File: src/rtl/alu_pkg.sv
// Shared definitions for the nibble-serial ALU controller.
//   state_t     : controller FSM states
//   NIB_W       : width of one ALU slice (one nibble)
//   S_*         : 74181 function-select codes used by callers
package alu_pkg;

  typedef enum logic [1:0] {
    IDLE = 2'd0,
    RUN  = 2'd1,
    DONE = 2'd2
  } state_t;

  localparam int NIB_W = 4;

  // 74181 select codes (active-high data). S_SUB and S_XOR share the code;
  // the M bit chooses between them (M=0 arithmetic, M=1 logic).
  localparam logic [3:0] S_ADD = 4'b1001;
  localparam logic [3:0] S_SUB = 4'b0110;
  localparam logic [3:0] S_XOR = 4'b0110;
  localparam logic [3:0] S_AND = 4'b1011;

endpackage

File: src/rtl/nibble_serial_alu_ctrl.sv
// Sequencer that time-shares one external 4-bit 74181-style slice to perform
// a W = 4*NIBBLES bit operation, one nibble per clock, LSB nibble first.
//
// Ports:
//   clk, rst_n                  clock (rising edge), async active-low reset
//   req_valid / req_ready       operand request handshake (ready only in IDLE)
//   op_a, op_b [W-1:0]          operands
//   op_s [3:0], op_m, op_cn     74181 select, mode (1=logic), active-low carry-in
//   slice_a/b [3:0]             current operand nibbles to the slice
//   slice_s [3:0], slice_m      latched select/mode to the slice
//   slice_cn                    active-low carry-in to the slice
//   slice_f [3:0], slice_cn4,   combinational slice results, sampled at the
//   slice_aeqb                  end of each RUN cycle
//   res_valid / res_ready       result handshake (valid only in DONE)
//   result [W-1:0]              assembled F
//   res_cn4                     final active-low carry-out
//   res_aeqb                    AND of every nibble's A=B output
//   dbg_state [1:0]             current FSM state (state_t encoding)
//
// Handshakes: a transfer happens on a rising edge where valid and ready are
// both high. Ready on the request side and valid on the result side are pure
// functions of the FSM state; neither depends combinationally on the
// partner's signal. A requester must hold valid and its data until it sees
// ready; the controller holds result/res_cn4/res_aeqb stable while res_valid
// is high.
module nibble_serial_alu_ctrl
  import alu_pkg::*;
#(
  parameter int NIBBLES = 4
) (
  input  logic                     clk,
  input  logic                     rst_n,
  input  logic                     req_valid,
  output logic                     req_ready,
  input  logic [NIB_W*NIBBLES-1:0] op_a,
  input  logic [NIB_W*NIBBLES-1:0] op_b,
  input  logic [3:0]               op_s,
  input  logic                     op_m,
  input  logic                     op_cn,
  output logic [3:0]               slice_a,
  output logic [3:0]               slice_b,
  output logic [3:0]               slice_s,
  output logic                     slice_m,
  output logic                     slice_cn,
  input  logic [3:0]               slice_f,
  input  logic                     slice_cn4,
  input  logic                     slice_aeqb,
  output logic                     res_valid,
  input  logic                     res_ready,
  output logic [NIB_W*NIBBLES-1:0] result,
  output logic                     res_cn4,
  output logic                     res_aeqb,
  output logic [1:0]               dbg_state
);

  localparam int W = NIB_W * NIBBLES;
  localparam logic [2:0] LAST_IDX = 3'(NIBBLES - 1);

  state_t       state, state_d;
  logic [W-1:0] a_sh, b_sh;   // operand nibbles not yet presented, next in [3:0]
  logic [2:0]   idx;          // nibble currently on the slice
  logic         aeqb_acc;
  logic         accept, step, last;

  assign dbg_state = state;

  always_comb begin
    state_d   = state;
    req_ready = 1'b0;
    res_valid = 1'b0;
    accept    = 1'b0;
    step      = 1'b0;
    last      = 1'b0;
    unique case (state)
      IDLE: begin
        req_ready = 1'b1;
        if (req_valid) begin
          accept  = 1'b1;
          state_d = RUN;
        end
      end
      RUN: begin
        step = 1'b1;
        if (idx == LAST_IDX) begin
          last    = 1'b1;
          state_d = DONE;
        end
      end
      DONE: begin
        res_valid = 1'b1;
        if (res_ready) state_d = IDLE;
      end
      default: state_d = IDLE;
    endcase
  end

  // slice_s/slice_m double as the latched select/mode, and slice_cn is the
  // inter-nibble carry register: after each nibble it takes that nibble's
  // Cn+4 so the next nibble sees it as its carry-in.
  always_ff @(posedge clk or negedge rst_n) begin
    if (!rst_n) begin
      state    <= IDLE;
      a_sh     <= '0;
      b_sh     <= '0;
      idx      <= 3'd0;
      aeqb_acc <= 1'b0;
      slice_a  <= 4'd0;
      slice_b  <= 4'd0;
      slice_s  <= 4'd0;
      slice_m  <= 1'b1;
      slice_cn <= 1'b1;
      result   <= '0;
      res_cn4  <= 1'b1;
      res_aeqb <= 1'b0;
    end else begin
      state <= state_d;
      if (accept) begin
        // Nibble 0 goes straight onto the slice so it is evaluated in the
        // first RUN cycle.
        slice_a  <= op_a[NIB_W-1:0];
        slice_b  <= op_b[NIB_W-1:0];
        a_sh     <= op_a >> NIB_W;
        b_sh     <= op_b >> NIB_W;
        slice_s  <= op_s;
        slice_m  <= op_m;
        slice_cn <= op_cn;
        idx      <= 3'd0;
        result   <= '0;
        aeqb_acc <= 1'b1;
      end else if (step) begin
        result[NIB_W*idx +: NIB_W] <= slice_f;
        slice_cn <= slice_cn4;
        aeqb_acc <= aeqb_acc & slice_aeqb;
        slice_a  <= a_sh[NIB_W-1:0];
        slice_b  <= b_sh[NIB_W-1:0];
        a_sh     <= a_sh >> NIB_W;
        b_sh     <= b_sh >> NIB_W;
        idx      <= idx + 3'd1;
        if (last) begin
          res_cn4  <= slice_cn4;
          res_aeqb <= aeqb_acc & slice_aeqb;
        end
      end
    end
  end

endmodule
File: config.mk
export PLATFORM = sky130hd
export DESIGN_NAME = nibble_serial_alu_ctrl
export DESIGN_NICKNAME = d
export VERILOG_FILES = /design/src/rtl/alu_pkg.sv /design/src/rtl/nibble_serial_alu_ctrl.sv
export SDC_FILE = /design/constraint.sdc
export NUM_CORES = 1
export LEC_CHECK = 0
export BUFFER_PORTS_ARGS = -buffer_cell sky130_fd_sc_hd__buf_2
export CORE_ASPECT_RATIO = 1.75
export CORE_MARGIN = 2
export CORE_UTILIZATION = 44
export CTS_BUF_LIST = sky130_fd_sc_hd__clkbuf_8
export DETAILED_ROUTE_END_ITERATION = 8
export MAX_ROUTING_LAYER = met4
export PLACE_DENSITY_LB_ADDON = 0.05
export SYNTH_ARGS = -nofsm -noshare
export SYNTH_HDL_FRONTEND = slang
export SYNTH_SLANG_ARGS = --single-unit
File: constraint.sdc
create_clock -name clk -period 2.6 [get_ports clk]
set_input_delay 0 -clock clk [delete_from_list [all_inputs] [get_ports clk]]
set_output_delay 0 -clock clk [all_outputs]
set_load 0.05 [all_outputs]
==> out/qor.csv, run 1 <==
metric;value;unit
Final nets;458;
post-CTS sizing;0;
Tmin final;2280;ps
CTS buffer count;9;
Max Fclk;439;MHz
cts hold-fix bufs;47;
syn nets;328;
largest net degree at the start of global routing;39;
dpl hpwl;4280;um
total die area;6790;um^2
vias in the first global route;2336;
initial antenna violation count;0;
Synth top area share;54.8;%
GPL Wtd Cong;0.810;
commonest non-fill, non-tap cell in the layout;nand2_1;
crit share post-route;87.6;%
worst path bufs/invs;1;
hold crit path type;input port to flip-flop;
Root Buffer;clkbuf_8;
CTS tree;built;
dpl cell area;3200;um^2
port bufs;83;
crit path DAT;2520;ps
GR Util All Layers;21.6;%
Setup Skew;6.11;ps
Setup Buffers After CTS;0;
most frequent cells in the layout;98 x nand2_1, 83 x buf_2, 59 x dfrtp_1;
Yosys reg bits;62;
initial drt markers;230;
clock sink count;62;
n_diodes;0;
I/O pin cnt;84;
Hold WS;39.7;ps
Final Power;4650;uW
crit start category;flip-flop;
Clock Path Buffers;2;
Layout area overhead;42.6;%
Cell Area, Synth;2690;um^2
leading area contributor after synthesis;dfrtp_1;
Max-Cap Viols;0;
crit-path max cell delay;530;ps
Avg Synthesized Cell Area;9.76;um^2
iteration count of the initial detailed-routing pass;4;
vias per cell;5.05;
RSZ-0062 raised after global routing;false;
total number of vias;2468;
Setup crit end kind;flip-flop;
slew of the pin with the lowest slew margin;722;ps
DRT antenna net count;0;
Initial Utilization;45.8;%
Crit path max-delay family;simple AND/OR/NAND/NOR gates;
first-pass GRT wire length;11000;um
Leak Pwr;0.00203;uW
top area cells in the synthesized netlist;dfrtp_1 55%, nand2_1 14%, a22oi_1 7.0%;
clock latency on the worst-skew pair;320;ps
Power per Cell Area;1210;nW/um^2
Critical Path RT;2850;ps
sequential area share after synthesis;57.7;%
Syn Inst Count;276;
final WL;6690;um
Rows;37;
setup TNS;0;ps
Slew Limit Headroom;51.9;%
layout cells sized above 1;27.7;%
YS warnings;0;
maximum vdd drop;662;uV
Die Y;108;um
most frequent CP cell;ha_1;
Die W;63.1;um
CTS clk-pin slew, worst paths;60;ps
Finished Cell Area;3840;um^2
drt drc;0;
H-Tree Depth;3;
core area;5880;um^2
worst path cell trace;inv_1, ha_1, ha_1, or4b_4, nor4_4, mux2i_1;
status;finished clean;
WS Path Type;flip-flop to flip-flop;
CP Max Fanout;10;
final hold vios;0;
Yosys cell types;31;
fill count;506;
slowest CP cell;or4b_4;
final slew viol count;0;
final setup violating endpoints;0;
Avg WL per Cell;13.7;um
GR Overflow Total;0;
==> state kept, by name, summed over array words and instances (netlist names) <==
| register | cells |
|---|---|
| a_sh | 12 |
| aeqb_acc | 1 |
| slice_cn | 1 |
| slice_a | 4 |
| slice_m | 1 |
| res_aeqb | 1 |
| result | 16 |
| res_cn4 | 1 |
| b_sh | 12 |
| slice_s | 4 |
| dbg_state | 2 |
| slice_b | 4 |
| idx | 3 |
==> power breakdown <==
part / switching, uW / total (uW) / leakage (uW) / internal, uW
clock network: 357 / 717 / 0.0000944 / 360
registers: 238 / 1600 / 0.000805 / 1370
logic: 1650 / 2330 / 0.00113 / 682
==> worst register-to-register path, stage by stage, from the launching register on <==
cell and delay, ps:
dfrtp_1 500, inv_1 100, ha_1 210, ha_1 310, or4b_4 530, nor4_4 320
mux2i_1 240
==> cell usage after synthesis <==
library cell	n
or2b_1	1
buf_6	1
nor4bb_1	1
o21ai_0	13
inv_1	5
nand4_1	2
o2bb2ai_1	1
buf_2	4
nor2b_1	3
a21oi_1	8
nand3b_1	1
o21bai_1	1
nand3_1	13
nor4_4	1
nand4bb_1	1
or4b_4	1
nand2b_1	2
a22oi_1	25
or3b_2	1
nor2_1	1
clkbuf_1	9
dfstp_2	3
or3_1	2
o2111ai_1	1
buf_1	4
mux2i_1	8
nor3b_1	1
mux2_2	1
nand2_1	98
ha_1	4
dfrtp_1	59
==> cell families (layout without fill, tap and decap cells) <==
logic type                 Yosys count  in the layout  synth area share [%]
adders and majority gates            4              4                  1.86
and+or+nand+nor                    129            129                  21.6
muxes                                9              9                  3.39
buffers and inverters               23            158                  3.67
AOI/OAI and AO/OA                   49             49                  11.8
DFF                                 62             62                  57.7
==> layout make-up <==
class	count	area, um^2	share of cell area [%]
multi-input cells	191	1050	27.4
repair buffers	137	951	24.8
clock inverters	6	30.0	0.782
inverters	5	18.8	0.489
well taps	78	97.6	2.54
clock buffers	10	138	3.58
flip-flops and latches	62	1560	40.5
==> per-stage QoR <==
stage,cells,util (%),worst slack [ps]
finish,489,65.3,321
detailed placement,426,54.5,317
CTS,489,65.3,297
global route,489,65.3,147
global placement,426,54.5,399
floorplan,276,-,537
==> layer usage <==
metal	routed length [um]	vias to the layer above	track usage [%]
met5	0	-	-
met4	123	0	8.57
met3	252	11	3.87
met2	3520	63	37.2
met1	2790	1196	24.8
li1	-	1198	-
==> worst paths after layout <==
kind / startpoint / end / slack (ps) / depth (start not counted)
worst min register to register: slice_m / slice_m / 460 / 2
worst max register to register: idx[0] / result[0] / 320 / 6
max in group asynchronous: rst_n / slice_m / 1640 / 3
worst max-delay path: idx[0] / result[0] / 320 / 6
min in group asynchronous: rst_n / slice_b[1] / 270 / 2
worst min-delay path: req_valid / idx[0] / 40 / 4
No activity file was read; power rests on OpenSTA's default activity.
==> inputs of run 2 (changes only) <==
--- a/config.mk
+++ b/config.mk
@@ -5,7 +5,7 @@
 export SDC_FILE = /design/constraint.sdc
 export NUM_CORES = 1
 export LEC_CHECK = 0
-export BUFFER_PORTS_ARGS = -buffer_cell sky130_fd_sc_hd__buf_2
+export BUFFER_PORTS_ARGS = -buffer_cell sky130_fd_sc_hd__buf_4
 export CORE_ASPECT_RATIO = 1.75
 export CORE_MARGIN = 2
 export CORE_UTILIZATION = 44
==> run 2 against run 1 <==
  * Hold slack gained 240 ps
  * Core utilization grew 3.7 points
  * Combinational power grew 7%
  * Design area grew 5.7%
  * Global-route usage grew 1.1 points
  * Flip-flop and latch count is the same
  * Register-to-register slack is essentially flat
  * Cell count shrank 0.20%
  * Sequential share of layout area shrank 2.2 points
  * Via count shrank 3.7%
  * Clock skew shrank 2.5 ps
  * First-iteration DRC count shrank 31%
  * Critical path type unchanged
==> out/qor.csv, run 2 (synthesized netlist as in run 1, its figures left out) <==
metric;value;unit;change
initial drt markers;159;;-31%
Root Buffer;clkbuf_8;;
Final nets;457;;-0.22%
WS Path Type;flip-flop to flip-flop;;
CTS tree;built;;
fill count;482;;-4.7%
port bufs;83;;unchanged
GPL Wtd Cong;0.752;;-7.1%
iteration count of the initial detailed-routing pass;4;;unchanged
Crit path max-delay family;simple AND/OR/NAND/NOR gates;;
n_diodes;0;;unchanged
final slew viol count;0;;unchanged
final WL;6800;um;+1.7%
crit path DAT;2550;ps;+30 ps
Critical Path RT;2860;ps;about the same
CTS clk-pin slew, worst paths;60;ps;about the same
drt drc;0;;unchanged
Most flops, register;result;;
post-CTS sizing;0;;unchanged
dpl cell area;3390;um^2;+5.9%
slowest CP cell;or4b_4;;
vias per cell;4.87;;-3.5%
total number of vias;2376;;-3.7%
layout cells sized above 1;27.8;%;+0.068 points
final hold vios;0;;unchanged
clock sink count;62;;unchanged
Hold WS;281;ps;+242 ps
first-pass GRT wire length;11600;um;+5.1%
combinational power share;50.3;%;+0.2 points
crit start category;flip-flop;;
Finished Core Util;69.1;%;+3.7 points
crit share post-route;87.9;%;+0.24 points
final setup violating endpoints;0;;unchanged
internal power;2680;uW;+11%
Reg power frac;32.8;%;-1.7 points
Max Fclk;438;MHz;-0.27%
Power per Cell Area;1220;nW/um^2;+0.84%
Tmin final;2280;ps;+6.28 ps
hold crit path type;input port to asynchronous set/reset pin;;
Leak Pwr;0.00208;uW;+2.8%
GR Util All Layers;22.7;%;+1.1 points
status;finished clean;;
Layout area overhead;50.8;%;
dpl hpwl;4370;um;+2.0%
vias in the first global route;2502;;+7.1%
Clock Path Buffers;2;;unchanged
RSZ-0062 raised after global routing;false;;
clock latency on the worst-skew pair;340;ps;+20 ps
GR Overflow Total;0;;unchanged
Avg WL per Cell;13.9;um;+1.9%
Setup crit end kind;flip-flop;;
Rows;37;;unchanged
final worst slack;315;ps;-6.28 ps
total die area;6790;um^2;unchanged
Initial Utilization;45.8;%;unchanged
clock power share;16.9;%;+1.5 points
worst path bufs/invs;1;;unchanged
area occupied by multi-input gates;1050;um^2;unchanged
core area;5880;um^2;unchanged
initial antenna violation count;0;;unchanged
most frequent CP cell;ha_1;;
I/O pin cnt;84;;unchanged
FF+latch area;1560;um^2;unchanged
slew of the pin with the lowest slew margin;777;ps;+55.6 ps
Finished Cell Area;4060;um^2;+5.7%
dpl ws;312;ps;-4.13 ps
Largest register FFs;16;;unchanged
Setup Skew;3.64;ps;-2.47 ps
Die Y;108;um;unchanged
NetSw;2280;uW;+1.5%
switch share;45.9;%;-2.3 points
Slew Limit Headroom;48.2;%;-3.7 points
crit-path max cell delay;540;ps;about the same
Max-Cap Viols;0;;unchanged
most frequent cells in the layout;98 x nand2_1, 89 x buf_4, 59 x dfrtp_1;;
CP Max Fanout;10;;unchanged
H-Tree Depth;3;;unchanged
worst path cell trace;inv_1, ha_1, ha_1, or4b_4, nor4_4, mux2i_1;;
largest net degree at the start of global routing;63;;+62%
setup TNS;0;ps;unchanged
Die W;63.1;um;unchanged
maximum vdd drop;665;uV;+0.51%
DRT antenna net count;0;;unchanged
top flop regs;result (16), a_sh (12), b_sh (12);;
CTS buffer count;9;;unchanged
commonest non-fill, non-tap cell in the layout;nand2_1;;
## run 2: changes by cell type in the layout (fill, tap and decap cells not counted), sizes merged
| cell | change |
|---|---|
| clkinvlp | -1 |
| inv | -1 |
| clkbuf | +1 |
| bufinv | +1 |
| buf | -1 |
## run 2: area by class of cell
type                    count  share of cell area (%)
clock buffers              11                    3.73
clock inverters             5                    1.20
inverters                   5                   0.462
multi-input cells         191                    25.9
flip-flops and latches     62                    38.3
well taps                  78                    2.40
repair buffers            136                    28.0
## run 2: stage by stage
stage | cells | total power, uW
4_1_cts | 488 | 5000
3_3_place_gp | 425 | 4020
3_5_place_dp | 425 | 4080
5_1_grt | 488 | 5290
6_report | 488 | 4960
2_1_floorplan | 276 | 3340
## run 2: power by group through the flow
| stage | Combinational, uW | Clock [uW] | Sequential, uW |
|---|---|---|---|
| after global routing | 2700 | 911 | 1680 |
| after global placement | 2400 | 0 | 1630 |
| after floorplan | 1020 | 0 | 2310 |
| final | 2490 | 838 | 1620 |
| after detailed placement | 2440 | 0 | 1640 |
| after CTS | 2510 | 865 | 1620 |
## run 2: metal layers
| layer | wire length (um) | vias up | global-route usage [%] |
|---|---|---|---|
| li1 | - | 1190 | - |
| met1 | 2740 | 1113 | 25.3 |
| met2 | 3680 | 63 | 38.9 |
| met3 | 248 | 10 | 4.39 |
| met4 | 129 | 0 | 11.0 |
| met5 | 0 | - | - |
## run 2: worst paths after layout
check	end	slack [ps]	cells after the start	from
worst max register to register	result[3]	320	6	idx[0]
worst min register to register	slice_cn	460	2	slice_cn
worst max-delay path	result[3]	320	6	idx[0]
max in group asynchronous	slice_a[2]	1810	2	rst_n
worst min-delay path	slice_a[3]	280	2	rst_n
min in group clk	a_sh[11]	400	4	op_a[15]
## run 2: what timing repair did
| item | in CTS | in global routing |
|---|---|---|
| setup buffers | 0 | 0 |
| endpoints found under the hold margin | 116 | 0 |
| hold buffers | 47 | 0 |
==> inputs of run 3 (changes only) <==
--- a/config.mk
+++ b/config.mk
@@ -12,7 +12,7 @@
 export CTS_BUF_LIST = sky130_fd_sc_hd__clkbuf_8
 export DETAILED_ROUTE_END_ITERATION = 8
 export MAX_ROUTING_LAYER = met4
-export PLACE_DENSITY_LB_ADDON = 0.05
+export PLACE_DENSITY_LB_ADDON = 0.25
 export SYNTH_ARGS = -nofsm -noshare
 export SYNTH_HDL_FRONTEND = slang
 export SYNTH_SLANG_ARGS = --single-unit
==> run 3 against run 2 <==
  * Fmax is 0.33% lower
  * Worst setup slack worse by 7.6 ps
  * Core utilization is 0.62 points lower
  * Flip-flop and latch count unchanged
  * Hold slack got worse by 40 ps
  * Global-route usage decreased by 0.24 points
  * Sequential power hardly changed
  * Highest routed layer unchanged
  * Die area unchanged
  * Cell count decreased by 0.61%
  * Largest cell class unchanged
  * Design area decreased by 0.89%
==> out/qor.csv, run 3 (synthesized netlist as in run 1, its figures left out) <==
metric;value;unit;change
Leak Pwr;0.00206;uW;-0.93%
WS Path Type;flip-flop to flip-flop;;
H-Tree Depth;3;;unchanged
Die Y;108;um;unchanged
Final nets;456;;-0.22%
GR Overflow Total;0;;unchanged
worst path cell trace;inv_1, ha_1, ha_1, or4b_4, nor4_4, mux2i_1;;
Die W;63.1;um;unchanged
Rows;37;;unchanged
n_diodes;0;;unchanged
core area;5880;um^2;unchanged
Setup Buffers After CTS;0;;unchanged
Initial Utilization;45.8;%;unchanged
Layout area overhead;49.4;%;
initial drt markers;161;;+1.3%
Slew Limit Headroom;28.9;%;-19 points
CTS tree;built;;
Max Fclk;436;MHz;-0.33%
hold crit path type;input port to flip-flop;;
worst reg-to-reg path cell count;6;;unchanged
hold-critical path depth;4;;
DRT antenna net count;0;;unchanged
Reg-to-Reg Start;idx[0];;
final WL;6980;um;+2.6%
CTS buffer count;9;;unchanged
largest net degree at the start of global routing;63;;unchanged
Hold Path Origin;req_valid;;
Root Buffer;clkbuf_8;;
vias in the first global route;2463;;-1.6%
clock sink count;62;;unchanged
crit share post-route;88.2;%;+0.29 points
Critical Path RT;2850;ps;about the same
final hold vios;0;;unchanged
total number of vias;2453;;+3.2%
crit-path max cell delay;540;ps;about the same
top flop regs;result (16), a_sh (12), b_sh (12);;
met1 Use GR;26.6;%;+1.3 points
I/O pin cnt;84;;unchanged
GR Util All Layers;22.5;%;-0.24 points
setup TNS;0;ps;unchanged
Power per Cell Area;1210;nW/um^2;-0.72%
RSZ-0062 raised after global routing;false;;
Crit path max-delay family;simple AND/OR/NAND/NOR gates;;
worst path bufs/invs;1;;unchanged
drt drc;0;;unchanged
first-pass GRT wire length;11400;um;-1.6%
final setup violating endpoints;0;;unchanged
GRT Max-Usage Layer;met2;;
dpl hpwl;4410;um;+0.83%
fill count;458;;-5.0%
Most flops, register;result;;
Setup crit end kind;flip-flop;;
FF+latch area;1560;um^2;unchanged
Avg WL per Cell;14.4;um;+3.3%
slowest CP cell;or4b_4;;
commonest non-fill, non-tap cell in the layout;nand2_1;;
clock latency on the worst-skew pair;330;ps;about the same
most frequent cells in the layout;98 x nand2_1, 89 x buf_4, 59 x dfrtp_1;;
vias per cell;5.06;;+3.9%
Hold WS;241;ps;-40.2 ps
Critical Path Sink;result[3];;
status;finished clean;;
Clock Path Buffers;2;;unchanged
CP Max Fanout;10;;unchanged
initial antenna violation count;0;;unchanged
met2 Use GR;35.2;%;-3.7 points
total die area;6790;um^2;unchanged
Setup Skew;4.91;ps;+1.27 ps
crit path DAT;2550;ps;about the same
port bufs;83;;unchanged
Largest register FFs;16;;unchanged
layout cells sized above 1;27.5;%;-0.29 points
Max-Cap Viols;0;;unchanged
slew of the pin with the lowest slew margin;1070;ps;+288 ps
CTS clk-pin slew, worst paths;60;ps;about the same
GPL Wtd Cong;0.813;;+8.1%
final slew viol count;0;;unchanged
iteration count of the initial detailed-routing pass;4;;unchanged
Critical Path Stages;6;;unchanged
most frequent CP cell;ha_1;;
met3 Usage GRT;5.75;%;+1.4 points
reg2reg end;result[3];;
Worst Setup SP;idx[0];;
reg2reg setup slack;310;ps;about the same
Tmin final;2290;ps;+7.62 ps
crit start category;flip-flop;;
maximum vdd drop;831;uV;+25%
area occupied by multi-input gates;1050;um^2;unchanged
## run 3: cell types whose count changed in the layout (fill, tap and decap cells not counted), sizes merged
| cell | previous run | this run |
|---|---|---|
| clkbuf | 11 | 12 |
| bufinv | 1 | 0 |
| dlygate4sd3 | 47 | 46 |
| clkinv | 3 | 1 |
## run 3: timing repair
item,4_1_cts,5_1_grt
hold buffers,46,0
resized for setup,0,0
endpoints found under the hold margin,115,0
## run 3: worst min-delay path by stage
stage,endpoint,slack (ps)
after detailed placement,slice_a[3],130
after CTS,result[15],220
final,result[4],240
after global routing,result[4],270
after floorplan,a_sh[0],-300
after global placement,dbg_state[1],130
## run 3: worst min-delay path: cells and delay by family
family          cells  cell delay [ps]
simple gates        1              180
compound gates      1               50
buf+inv             2              300
## run 3: through the flow
stage | cell area (um^2) | util [%] | power [uW] | setup slack, ps | std cells
detailed placement | 3390 | 57.7 | 4080 | 285 | 425
finish | 4030 | 68.5 | 4880 | 308 | 485
global placement | 3390 | 57.7 | 4010 | 425 | 425
global route | 4030 | 68.5 | 5200 | 141 | 485
CTS | 4030 | 68.5 | 4910 | 292 | 485
floorplan | 2690 | - | 3340 | 537 | 276
## run 3: routing by layer
layer / vias up / share of wire (%)
li1: 1187 / -
met1: 1170 / 40
met2: 77 / 52
met3: 19 / 5.0
met4: 0 / 2.9
met5: - / 0
## run 3: area by class of cell
class                   instances  share of cell area (%)
clock buffers                  12                    4.10
clock inverters                 2                   0.218
inverters                       5                   0.466
multi-input cells             191                    26.1
flip-flops and latches         62                    38.6
well taps                      78                    2.42
repair buffers                135                    28.0
## run 3: report_power, final
group / total, uW / switching, uW / internal [uW]
registers: 1630 / 261 / 1370
clock network: 751 / 342 / 409
logic: 2500 / 1670 / 831
total: 4880 / 2270 / 2610
